File: config.mk
export PLATFORM = sky130hd
export DESIGN_NAME = pulse_len_tx
export DESIGN_NICKNAME = d
export VERILOG_FILES = /design/src/rtl/pulse_len_tx.sv
export SDC_FILE = /design/constraint.sdc
export NUM_CORES = 1
export LEC_CHECK = 0
export CAP_MARGIN = 10
export CORE_MARGIN = 10
export CORE_UTILIZATION = 45
export DETAILED_ROUTE_END_ITERATION = 12
export PLACE_DENSITY = 0.77
export SYNTH_ARGS = -nofsm -noshare
export SYNTH_HDL_FRONTEND = slang
export SYNTH_SLANG_ARGS = --single-unit
File: constraint.sdc
create_clock -name clock -period 2.56 [get_ports clock]
set_input_delay 0.512 -clock clock [delete_from_list [all_inputs] [get_ports clock]]
set_output_delay 0.512 -clock clock [all_outputs]
set_load 0.005 [all_outputs]
File: src/rtl/pulse_len_tx.sv
// Pulse-length serial transmitter: each data bit is a space pulse (short = 1, long = 0) followed by a mark gap, LSB first.
// Optional even-parity ninth bit when PULSE_TX_PARITY_EN is defined.
module pulse_len_tx #(
  parameter int unsigned ONE_LEN  = 4,
  parameter int unsigned ZERO_LEN = 13,
  parameter int unsigned GAP_LEN  = 20
) (
  input  logic       clock,
  input  logic       reset,
  input  logic [7:0] data,
  input  logic       start,
  output logic       ready,
  output logic       txd,
  output logic       done
);

  localparam logic [7:0] ONE_L  = 8'(ONE_LEN);
  localparam logic [7:0] ZERO_L = 8'(ZERO_LEN);
  localparam logic [7:0] GAP_L  = 8'(GAP_LEN);

`ifdef PULSE_TX_PARITY_EN
  localparam logic [3:0] LAST_IDX = 4'd8;
  typedef enum logic [1:0] {IDLE, SPACE, GAP, PAR} state_e;
`else
  localparam logic [3:0] LAST_IDX = 4'd7;
  typedef enum logic [1:0] {IDLE, SPACE, GAP} state_e;
`endif

  state_e     state_q, state_d;
  logic [7:0] cnt_q, cnt_d;
  logic [6:0] shift_q, shift_d;
  logic [3:0] bit_idx_q, bit_idx_d;
  logic       txd_q, txd_d;
  logic       last_gap;
  logic       accept;
`ifdef PULSE_TX_PARITY_EN
  logic       par_q, par_d;
`endif

  // The final gap cycle already reports ready so a waiting start chains frames with no idle mark.
  assign last_gap = (state_q == GAP) && (cnt_q == 8'd1) && (bit_idx_q == LAST_IDX);
  assign ready    = (state_q == IDLE) || last_gap;
  assign done     = last_gap;
  assign accept   = start && ready;
  assign txd      = txd_q;

  always_comb begin
    state_d   = state_q;
    cnt_d     = cnt_q;
    shift_d   = shift_q;
    bit_idx_d = bit_idx_q;
    txd_d     = txd_q;
`ifdef PULSE_TX_PARITY_EN
    par_d     = par_q;
`endif

    case (state_q)
      IDLE: begin
        txd_d = 1'b1;
      end
      SPACE: begin
        if (cnt_q == 8'd1) begin
          state_d = GAP;
          cnt_d   = GAP_L;
          txd_d   = 1'b1;
        end else begin
          cnt_d = cnt_q - 8'd1;
        end
      end
`ifdef PULSE_TX_PARITY_EN
      PAR: begin
        if (cnt_q == 8'd1) begin
          state_d = GAP;
          cnt_d   = GAP_L;
          txd_d   = 1'b1;
        end else begin
          cnt_d = cnt_q - 8'd1;
        end
      end
`endif
      GAP: begin
        if (cnt_q != 8'd1) begin
          cnt_d = cnt_q - 8'd1;
        end else if (bit_idx_q == LAST_IDX) begin
          state_d = IDLE;
          txd_d   = 1'b1;
`ifdef PULSE_TX_PARITY_EN
        end else if (bit_idx_q == 4'd7) begin
          state_d   = PAR;
          bit_idx_d = 4'd8;
          cnt_d     = par_q ? ONE_L : ZERO_L;
          txd_d     = 1'b0;
`endif
        end else begin
          state_d   = SPACE;
          bit_idx_d = bit_idx_q + 4'd1;
          cnt_d     = shift_q[0] ? ONE_L : ZERO_L;
          shift_d   = {1'b0, shift_q[6:1]};
          txd_d     = 1'b0;
        end
      end
      default: begin
        state_d = IDLE;
        txd_d   = 1'b1;
      end
    endcase

    // Bit 0 goes out straight from the input; the shifter holds bits 7..1.
    if (accept) begin
      state_d   = SPACE;
      shift_d   = data[7:1];
      bit_idx_d = 4'd0;
      cnt_d     = data[0] ? ONE_L : ZERO_L;
      txd_d     = 1'b0;
`ifdef PULSE_TX_PARITY_EN
      par_d     = ^data;
`endif
    end
  end

  always_ff @(posedge clock) begin
    if (reset) begin
      state_q   <= IDLE;
      cnt_q     <= 8'd0;
      shift_q   <= 7'd0;
      bit_idx_q <= 4'd0;
      txd_q     <= 1'b1;
`ifdef PULSE_TX_PARITY_EN
      par_q     <= 1'b0;
`endif
    end else begin
      state_q   <= state_d;
      cnt_q     <= cnt_d;
      shift_q   <= shift_d;
      bit_idx_q <= bit_idx_d;
      txd_q     <= txd_d;
`ifdef PULSE_TX_PARITY_EN
      par_q     <= par_d;
`endif
    end
  end

endmodule
==> flow_metrics.py <==
metrics = {
    "drt": {
        "drt-met1-wl_mm": 1.36,
        "wl_per_cell_um": 16.3,
        "highest_layer": "met4",
        "drt_iter0_markers": 132,
        "drc": 0,
        "vias_per_cell": 6.23,
        "vias": 1197,
        "dr_wl_met2_mm": 1.51,
        "ant_nets": 0,
        "wirelength_mm": 3.13,
        "dr_wl_met3_um": 188,
        "dr.pass1.iters": 4,
    },
    "setup_path": {
        "required_ps": 2050,
        "cp-end-kind": "primary output",
        "reg2reg_from": "state_q[1]",
        "reg2regPathDepth": 6,
        "crit_path_start_kind": "register",
        "worstPathMaxFanout": 4,
        "worstSetupPathType": "register to primary output",
        "crit_path_start": "cnt_q[1]",
        "r2r_slack_ps": 450,
        "arrival_ps": 1970,
        "r2r-end": "cnt_q[0]",
    },
    "timing": {
        "relSlewSlack_pct": 61.0,
        "hold_viol": 0,
        "setup_viol": 0,
        "finClkSkew_ps": 12.0,
        "fin_crit_ps": 2480,
        "tightest_slew_ps": 585,
        "clock.fmax_mhz": 403,
        "slew_violations": 0,
        "fin_crit_sh_pct": 96.8,
        "hold_ws_ps": 502,
        "fin_setup_tns_ps": 0,
    },
    "cells_and_area": {
        "regArea_um2": 447,
        "drive_gt1_share_pct": 20.5,
        "instances_no_fill": 192,
        "multi_input_area_um2": 842,
        "n_antenna_cell": 0,
        "area_growth_syn_to_layout_pct": 22.4,
        "nets": 179,
        "utilization_pct": 57.2,
        "n_fill_cell": 256,
    },
    "synth": {
        "synth.distinct_cells": 47,
        "synthTopCellsByArea": "dfxtp_1 (34%), mux2i_1 (7.0%), ha_1 (5.8%)",
        "ys_warn_count": 0,
        "synth_top_cell_area_share_pct": 34.2,
        "synth_seq_cells": 22,
        "async_reset_ff_share_pct": 0,
        "netlist_area_um2": 1290,
        "synth_ff_type": "dfxtp_1",
        "syn_avg_cell_area_um2": 8.95,
        "seq_area_frac_synth_pct": 34.2,
        "syn_nets": 161,
        "syn_inst": 144,
        "synth_top_area_cell": "dfxtp_1",
        "synth_edf_count": 0,
    },
    "pwr": {
        "irDropWorstVdd_mv": 0.643,
        "p_total_uw": 1020,
        "p_leak_uw": 0.000608,
        "power_density_nw_per_um2": 649,
    },
    "floorplan": {
        "core-area_um2": 2760,
        "die_w_um": 73.5,
        "initial_utilization_pct": 46.7,
        "rows": 19,
        "die_y_um": 73.5,
        "dieArea_um2": 5400,
        "io_pins": 14,
    },
    "global_routing": {
        "grt.total_usage_pct": 11.8,
        "antenna_found_initial": 0,
        "grt_pass1_wl_mm": 5.20,
        "grt_max_degree": 19,
        "grt_pass1_vias": 1146,
        "grt_overflow": 0,
    },
    "run": {
        "maxCapViolations": 0,
    },
    "place": {
        "io_buffers": 13,
        "place.gp.congestion": 0.860,
        "dpl.cell_count": 186,
        "place_hpwl_mm": 2.26,
    },
    "clock_network": {
        "clk_latency_ps": 320,
        "postCtsHoldBufs": 0,
        "clock_path_buffers": 2,
        "clock-sinks": 22,
        "root_buffer": "clkbuf_4",
        "htreeDepth": 1,
        "cts_tree": "built",
        "path_clk_slew_ps": 140,
        "cts_inserted_buffers": 3,
    },
    "hold_path": {
        "min_from": "shift_q[6]",
        "min_to": "shift_q[6]",
        "min_path_type": "register to register",
        "hold_depth": 2,
    },
    "status": {
        "outcome": "finished, final reports clean",
    },
}
-- cells in the mapped netlist (2+ instances only) --
cell / number
dfxtp_1: 22
a21oi_1: 13
nor2_1: 10
mux2i_1: 9
o21ai_0: 9
ha_1: 6
inv_1: 6
nand2_1: 6
nand3_1: 5
nand4_1: 5
clkbuf_1: 4
nor3_1: 3
or4_1: 3
a31oi_1: 2
buf_2: 2
nand4b_1: 2
nor4_4: 2
o221a_2: 2
o22ai_1: 2
or2_2: 2
or3_1: 2
or3b_2: 2
-- cell type report --
class,instances,area share (%)
clock buffers,3,1.43
clock inverters,1,1.90
flip-flops and latches,22,28.3
well taps,31,2.46
multi-input cells,110,53.4
inverters,6,1.43
repair buffers,19,11.1
-- cell families after synthesis --
family,Yosys count,synth area share [%]
AND/OR/NAND/NOR,51,25.8
AO/OA/AOI/OAI,42,22.1
multiplexers,9,6.99
XOR/XNOR,2,1.36
buffers and inverters,12,3.69
flip-flops,22,34.2
adder cells (fa/ha/maj),6,5.83
-- critical path: stages (launching register included) --
cell and delay, ps:
dfxtp_2 370, inv_2 80, ha_4 130, nor3b_4 200, nand2_2 120, nor2_4 140, or2_2 110, clkdlybuf4s50_1 490
-- state kept, by name, summed over array words and instances (netlist names) --
signal and cells:
shift_q 7, txd 1, cnt_q 8, state_q 2
bit_idx_q 4
-- power by group --
part | internal, µW | switching [µW] | total [µW]
combinational | 157 | 170 | 326
sequential | 378 | 47.3 | 425
clock | 158 | 115 | 273
-- what timing repair did --
action | 4_1_cts | 5_1_grt
setup endpoints to repair | 1 | 2
resized for setup | 3 | 10
pin swaps | 1 | 1
buffers inserted | 2 | 0
gates cloned | 0 | 0
-- placed cells by master (no fill, tap or decap), types with 2 or more instances in the layout --
master	synthesis	final
dfxtp_1	22	19
or4_1	3	3
clkdlybuf4s50_1	0	13
mux2i_1	9	9
nor4_4	2	2
clkbuf_4	0	3
a21oi_1	13	13
o22ai_1	2	2
a31oi_1	2	2
nor3_1	3	3
o221a_2	2	2
nand4_1	5	5
nor2_1	10	9
nand2_1	6	5
dfxtp_2	0	2
buf_4	0	6
ha_4	0	2
nand4b_1	2	2
or3b_2	2	2
nand3_1	5	5
or3_1	2	2
or2_2	2	2
inv_1	6	5
o21ai_0	9	9
ha_1	6	4
-- worst max path at each step --
stage	cells after the start	slack [ps]	endpoint
floorplan	8	610	cnt_q[0]
global placement	7	340	ready
detailed placement	6	300	ready
CTS	7	20	ready
global route	7	-20	ready
finish	7	80	ready
-- metrics by stage --
stage	instance area [µm²]	setup WS, ps
floorplan	1290	607
detailed placement	1460	297
global route	1580	-17.6
finish	1580	81.1
CTS	1540	21.9
global placement	1460	342
-- layer usage --
layer	vias to the layer above	global-route usage, %
li1	582	-
met1	560	14.0
met2	47	18.7
met3	8	3.90
met4	0	5.59
met5	-	0
Power figures use the tool's default switching activity.
